File: config.mk
export PLATFORM = sky130hd
export DESIGN_NAME = ft_bus_scheduler
export DESIGN_NICKNAME = d
export VERILOG_FILES = /design/src/rtl/ft_bus_scheduler.sv
export SDC_FILE = /design/constraint.sdc
export NUM_CORES = 1
export LEC_CHECK = 0
export BUFFER_PORTS_ARGS = -buffer_cell sky130_fd_sc_hd__buf_2
export CAP_MARGIN = 10
export CORE_ASPECT_RATIO = 2
export CORE_UTILIZATION = 50
export DETAILED_ROUTE_END_ITERATION = 12
export PLACE_DENSITY = 0.73
export SYNTH_ARGS = -nofsm -noshare
export SYNTH_HDL_FRONTEND = slang
export SYNTH_SLANG_ARGS = --single-unit
File: constraint.sdc
create_clock -name clk_ftdi -period 3.3 [get_ports clk_ftdi]
set_clock_uncertainty 0.1 [all_clocks]
set_input_delay 0 -clock clk_ftdi [delete_from_list [all_inputs] [get_ports clk_ftdi]]
set_output_delay 0 -clock clk_ftdi [all_outputs]
set_load 0.005 [all_outputs]
File: src/rtl/ft_bus_scheduler.sv
// FT600 synchronous-FIFO bus scheduler: RX/TX burst sequencing, round-robin arbitration, turnaround gap.
// Optional per-direction word counters are enabled with FT_SCHED_STATS_EN.
module ft_bus_scheduler #(
  parameter int unsigned MAX_BURST   = 1024,
  parameter int unsigned TURN_CYCLES = 1
) (
  input  logic                               clk_ftdi,
  input  logic                               rst,
  input  logic                               rxf_n,
  input  logic                               txe_n,
  input  logic                               rx_space_ok,
  input  logic                               tx_avail,
  output logic                               oe_n,
  output logic                               rd_n,
  output logic                               wr_n,
  output logic                               bus_drive,
  output logic                               rx_wr_en,
  output logic                               tx_rd_en,
  output logic [1:0]                         dir,
  output logic [$clog2(MAX_BURST+1)-1:0]     burst_cnt
`ifdef FT_SCHED_STATS_EN
  ,
  output logic [31:0]                        rx_words,
  output logic [31:0]                        tx_words
`endif
);

  localparam int unsigned CNT_W  = $clog2(MAX_BURST + 1);
  localparam int unsigned SUM_W  = CNT_W + 1;
  localparam int unsigned TURN_W = (TURN_CYCLES > 1) ? $clog2(TURN_CYCLES) : 1;

  typedef enum logic [4:0] {
    IDLE  = 5'b00001,
    RX_OE = 5'b00010,
    RX_RD = 5'b00100,
    TX_WR = 5'b01000,
    TURN  = 5'b10000
  } state_t;

  state_t              state, state_d;
  logic [CNT_W-1:0]    burst_cnt_d;
  logic [TURN_W-1:0]   turn_cnt, turn_cnt_d;
  logic                last_tx, last_tx_d;
  logic                rx_elig, tx_elig;
  logic [SUM_W-1:0]    rx_sum, tx_sum;

  // Bus pins decode straight from the one-hot state register.
  assign oe_n      = !((state == RX_OE) || (state == RX_RD));
  assign rd_n      = (state != RX_RD);
  assign bus_drive = (state == TX_WR);
  assign dir       = {(state == TX_WR), ((state == RX_OE) || (state == RX_RD))};

  always_ff @(posedge clk_ftdi) begin
    if (rst) begin
      state     <= IDLE;
      burst_cnt <= '0;
      turn_cnt  <= '0;
      last_tx   <= 1'b1;
    end else begin
      state     <= state_d;
      burst_cnt <= burst_cnt_d;
      turn_cnt  <= turn_cnt_d;
      last_tx   <= last_tx_d;
    end
  end

  // Next state, counters and the combinational FIFO/strobe terms.
  always_comb begin
    state_d     = state;
    burst_cnt_d = burst_cnt;
    turn_cnt_d  = turn_cnt;
    last_tx_d   = last_tx;
    rx_elig     = !rxf_n && rx_space_ok;
    tx_elig     = !txe_n && tx_avail;
    rx_wr_en    = !rst && (state == RX_RD) && rx_elig;
    tx_rd_en    = !rst && (state == TX_WR) && tx_elig;
    wr_n        = !tx_rd_en;
    rx_sum      = SUM_W'(burst_cnt) + SUM_W'(rx_wr_en);
    tx_sum      = SUM_W'(burst_cnt) + SUM_W'(tx_rd_en);

    case (state)
      IDLE: begin
        // On contention the direction not served last wins.
        if (rx_elig && (!tx_elig || last_tx)) begin
          state_d     = RX_OE;
          last_tx_d   = 1'b0;
          burst_cnt_d = '0;
        end else if (tx_elig) begin
          state_d     = TX_WR;
          last_tx_d   = 1'b1;
          burst_cnt_d = '0;
        end
      end
      RX_OE: state_d = RX_RD;
      RX_RD: begin
        burst_cnt_d = rx_sum[CNT_W-1:0];
        if (!rx_elig || (rx_sum == SUM_W'(MAX_BURST))) begin
          state_d    = TURN;
          turn_cnt_d = '0;
        end
      end
      TX_WR: begin
        burst_cnt_d = tx_sum[CNT_W-1:0];
        if (!tx_elig || (tx_sum == SUM_W'(MAX_BURST))) begin
          state_d    = TURN;
          turn_cnt_d = '0;
        end
      end
      TURN: begin
        if (turn_cnt == TURN_W'(TURN_CYCLES - 1)) state_d = IDLE;
        else turn_cnt_d = turn_cnt + TURN_W'(1);
      end
      default: state_d = IDLE;
    endcase
  end

`ifdef FT_SCHED_STATS_EN
  // Free-running word counters, wrapping modulo 2^32.
  always_ff @(posedge clk_ftdi) begin
    if (rst) begin
      rx_words <= '0;
      tx_words <= '0;
    end else begin
      rx_words <= rx_words + 32'(rx_wr_en);
      tx_words <= tx_words + 32'(tx_rd_en);
    end
  end
`endif

endmodule
==> out/metrics.cfg <==
[outcome]
status = completed

[worst_setup_path]
cp_data_arrival_time_ps = 3120
r2r_end = state[4]
cp.required_ps = 3370
crit_family = simple AND/OR/NAND/NOR gates
worst_setup_path_start_kind = flip-flop
cpPeakStageDelay_ps = 390
crit_top_cell = nor3_1
worst_r2r_path_depth = 10
worst-path-buf-inv = 1
cp_num_cells = 10
cp-end-kind = flip-flop
path_cells = nor3_1, and2_1, inv_2, nor3_1, ha_1, nand4_1, nor2_1, xnor2_1, a41oi_2, nor3b_2
r2r_start = state[0]
timing.reg2reg.setup_slack_ps = 260
cp_max_fo = 9
cp_slowest_cell = and2_1
path_class = reg -> reg

[floorplan]
core_area_mm2 = 0.00254
dieArea_mm2 = 0.00290
rows = 26
die_h_um = 75.2
fp.dieW_um = 38.6
initial_core_util_pct = 52.8
io_pins = 25

[cts]
cts_tree = built
clock-sinks = 17
cts_buffers = 3
clk_pin_slew_worst_paths_ps = 70
clock_latency_ps = 250
root_buffer = clkbuf_8
ctsHtreeMaxLevel = 1
clk_path_buf_depth = 2

[route]
drt_wl_total_mm = 3.96
drt_iter0_drc = 86
ant_nets = 0
drcViolationCount = 0
wl_per_cell_um = 17.7
viasPerCell = 6.74
dr.pass1.iters = 4
num_vias = 1510

[timing]
rsz0062_at_grt = false
worst_slew_pin_slew_ps = 698
fin_crit_sh_pct = 92.2
final.setup.worst_slack_ps = 256
tns_ps = 0
fmax_ghz = 0.329
min_period_ps = 3040
slew_viol_final = 0
finalHoldViolCount = 0
setup_violations = 0
slew-limit-headroom_pct = 53.2

[logic_synthesis]
synth_top_area_cell = dfxtp_1
ys_seq_area_share_pct = 25.4
synthArstFlopShare_pct = 0
syn_inst = 176
synth_cell_types = 60
syn_area_per_cell_um2 = 7.61
synth_commonest_cells = 20 x nor2_1, 17 x dfxtp_1, 11 x nand2_1
synth_area_mm2 = 0.00134
yosys_warnings = 0
synth_ff_type = dfxtp_1
synth_nets = 186
yosys.cell_count.top_type = nor2_1
ys_ff_latch = 17
synth-edff-count = 0
synth_top_area_share_pct = 25.4
synth_area_leaders = dfxtp_1 25%, nor2_1 5.6%, a21oi_1 3.7%, ha_1 3.7%, nor3_1 3.7%

[grt]
grt.total_usage_pct = 29.9
grt_pass1_vias = 1407
grt_max_degree = 17
grt.overflow.total = 0
grt_pass1_wl_mm = 6.29
antenna_found_initial = 0

[layout]
fin_nets = 207
fin_util_pct = 59.6
drive_gt1_share_pct = 21.9
area_growth_pct = 12.9
antenna_cells = 0

[min_path]
hold_path_end = state[3]
hp-start = tx_avail
hold_path.class = in -> reg
min_path_cells = 3

[flow_run]
maxCapViolCount = 0

[place]
pre_cts_ws_ps = 353
dpl.hpwl_mm = 2.93
gp_congestion = 0.902
io_buffers = 24

[pwr]
finalPower_w = 0.000441
p_per_area_mw_per_mm2 = 292
irDropWorstVdd_mv = 0.261
static-leakage-power_nw = 0.591

[power by group]
| part | internal (W) | leakage [nW] | switching, W |
|---|---|---|---|
| combinational | 0.0000264 | 0.431 | 0.0000413 |
| sequential | 0.000210 | 0.138 | 0.00000347 |
| clock | 0.0000857 | 0.0228 | 0.0000748 |
[per-layer routing]
metal	GRT usage (%)	vias up	routed length, um
li1	-	689	-
met1	32.1	725	1390
met2	52.8	73	2120
met3	2.95	23	221
met4	18.8	0	229
met5	0	-	0
[worst register-to-register path: stages (launching register included)]
cell,delay (ps)
dfxtp_1,330
nor3_1,270
and2_1,390
inv_2,150
nor3_1,350
ha_1,320
nand4_1,250
nor2_1,230
xnor2_1,180
a41oi_2,180
nor3b_2,230
[cell usage in the layout (no fill, tap or decap), drive strengths merged, types with 3 or more instances in the layout]
cell type / Yosys / final
a21oi: 10 / 10
and3: 4 / 4
buf: 7 / 27
clkbuf: 6 / 4
dfxtp: 17 / 17
ha: 4 / 4
inv: 5 / 5
nand2: 11 / 11
nand2b: 5 / 5
nand3: 4 / 4
nand4: 4 / 4
nor2: 20 / 20
nor2b: 3 / 3
nor3: 10 / 10
nor3b: 4 / 4
nor4: 5 / 5
o21a: 3 / 3
o21ai: 8 / 8
o22ai: 4 / 4
or2: 3 / 3
xnor2: 3 / 3
[registers in the layout, summed over array words and instances (netlist names)]
name	count
last_tx	1
state	5
burst_cnt	11
[area by class of cell]
cell class              instances  area [um^2]
flip-flops and latches         17          340
fillers                       246         1020
repair buffers                 29          163
multi-input cells             140          907
clock buffers                   4         45.0
well taps                      28         35.0
inverters                       6         22.5
[cells by family after synthesis]
| kind of cell | after synthesis | share of synthesized area, % |
|---|---|---|
| simple gates | 82 | 34.2 |
| compound gates | 49 | 26.1 |
| buf+inv | 19 | 7.10 |
| flops | 17 | 25.4 |
| xor+xnor | 4 | 2.61 |
| fa+ha+maj | 4 | 3.73 |
| mux | 1 | 0.840 |
[timing repair]
item / in CTS / in global routing
endpoints found under the setup margin: 0 / 2
hold buffers: 2 / 0
setup buffers: 0 / 0
hold endpoints to repair: 1 / 0
gates resized for setup: 0 / 1
[stage by stage]
stage               hold WS [ps]  instance area, um^2  std cells
finish                      16.9                 1510        224
global route                32.6                 1510        224
CTS                         21.1                 1510        224
detailed placement           234                 1450        218
global placement             232                 1450        218
floorplan                  -34.8                 1340        176
[how the worst max path moves through the flow]
stage | endpoint | slack (ps) | startpoint
after floorplan | state[4] | 480 | state[0]
after global placement | state[4] | 490 | state[0]
after detailed placement | state[4] | 350 | state[0]
after CTS | state[4] | 320 | state[0]
after global routing | state[4] | 2 | state[0]
final | state[4] | 260 | state[0]
Note: power is estimated with default switching activity, not from simulation.
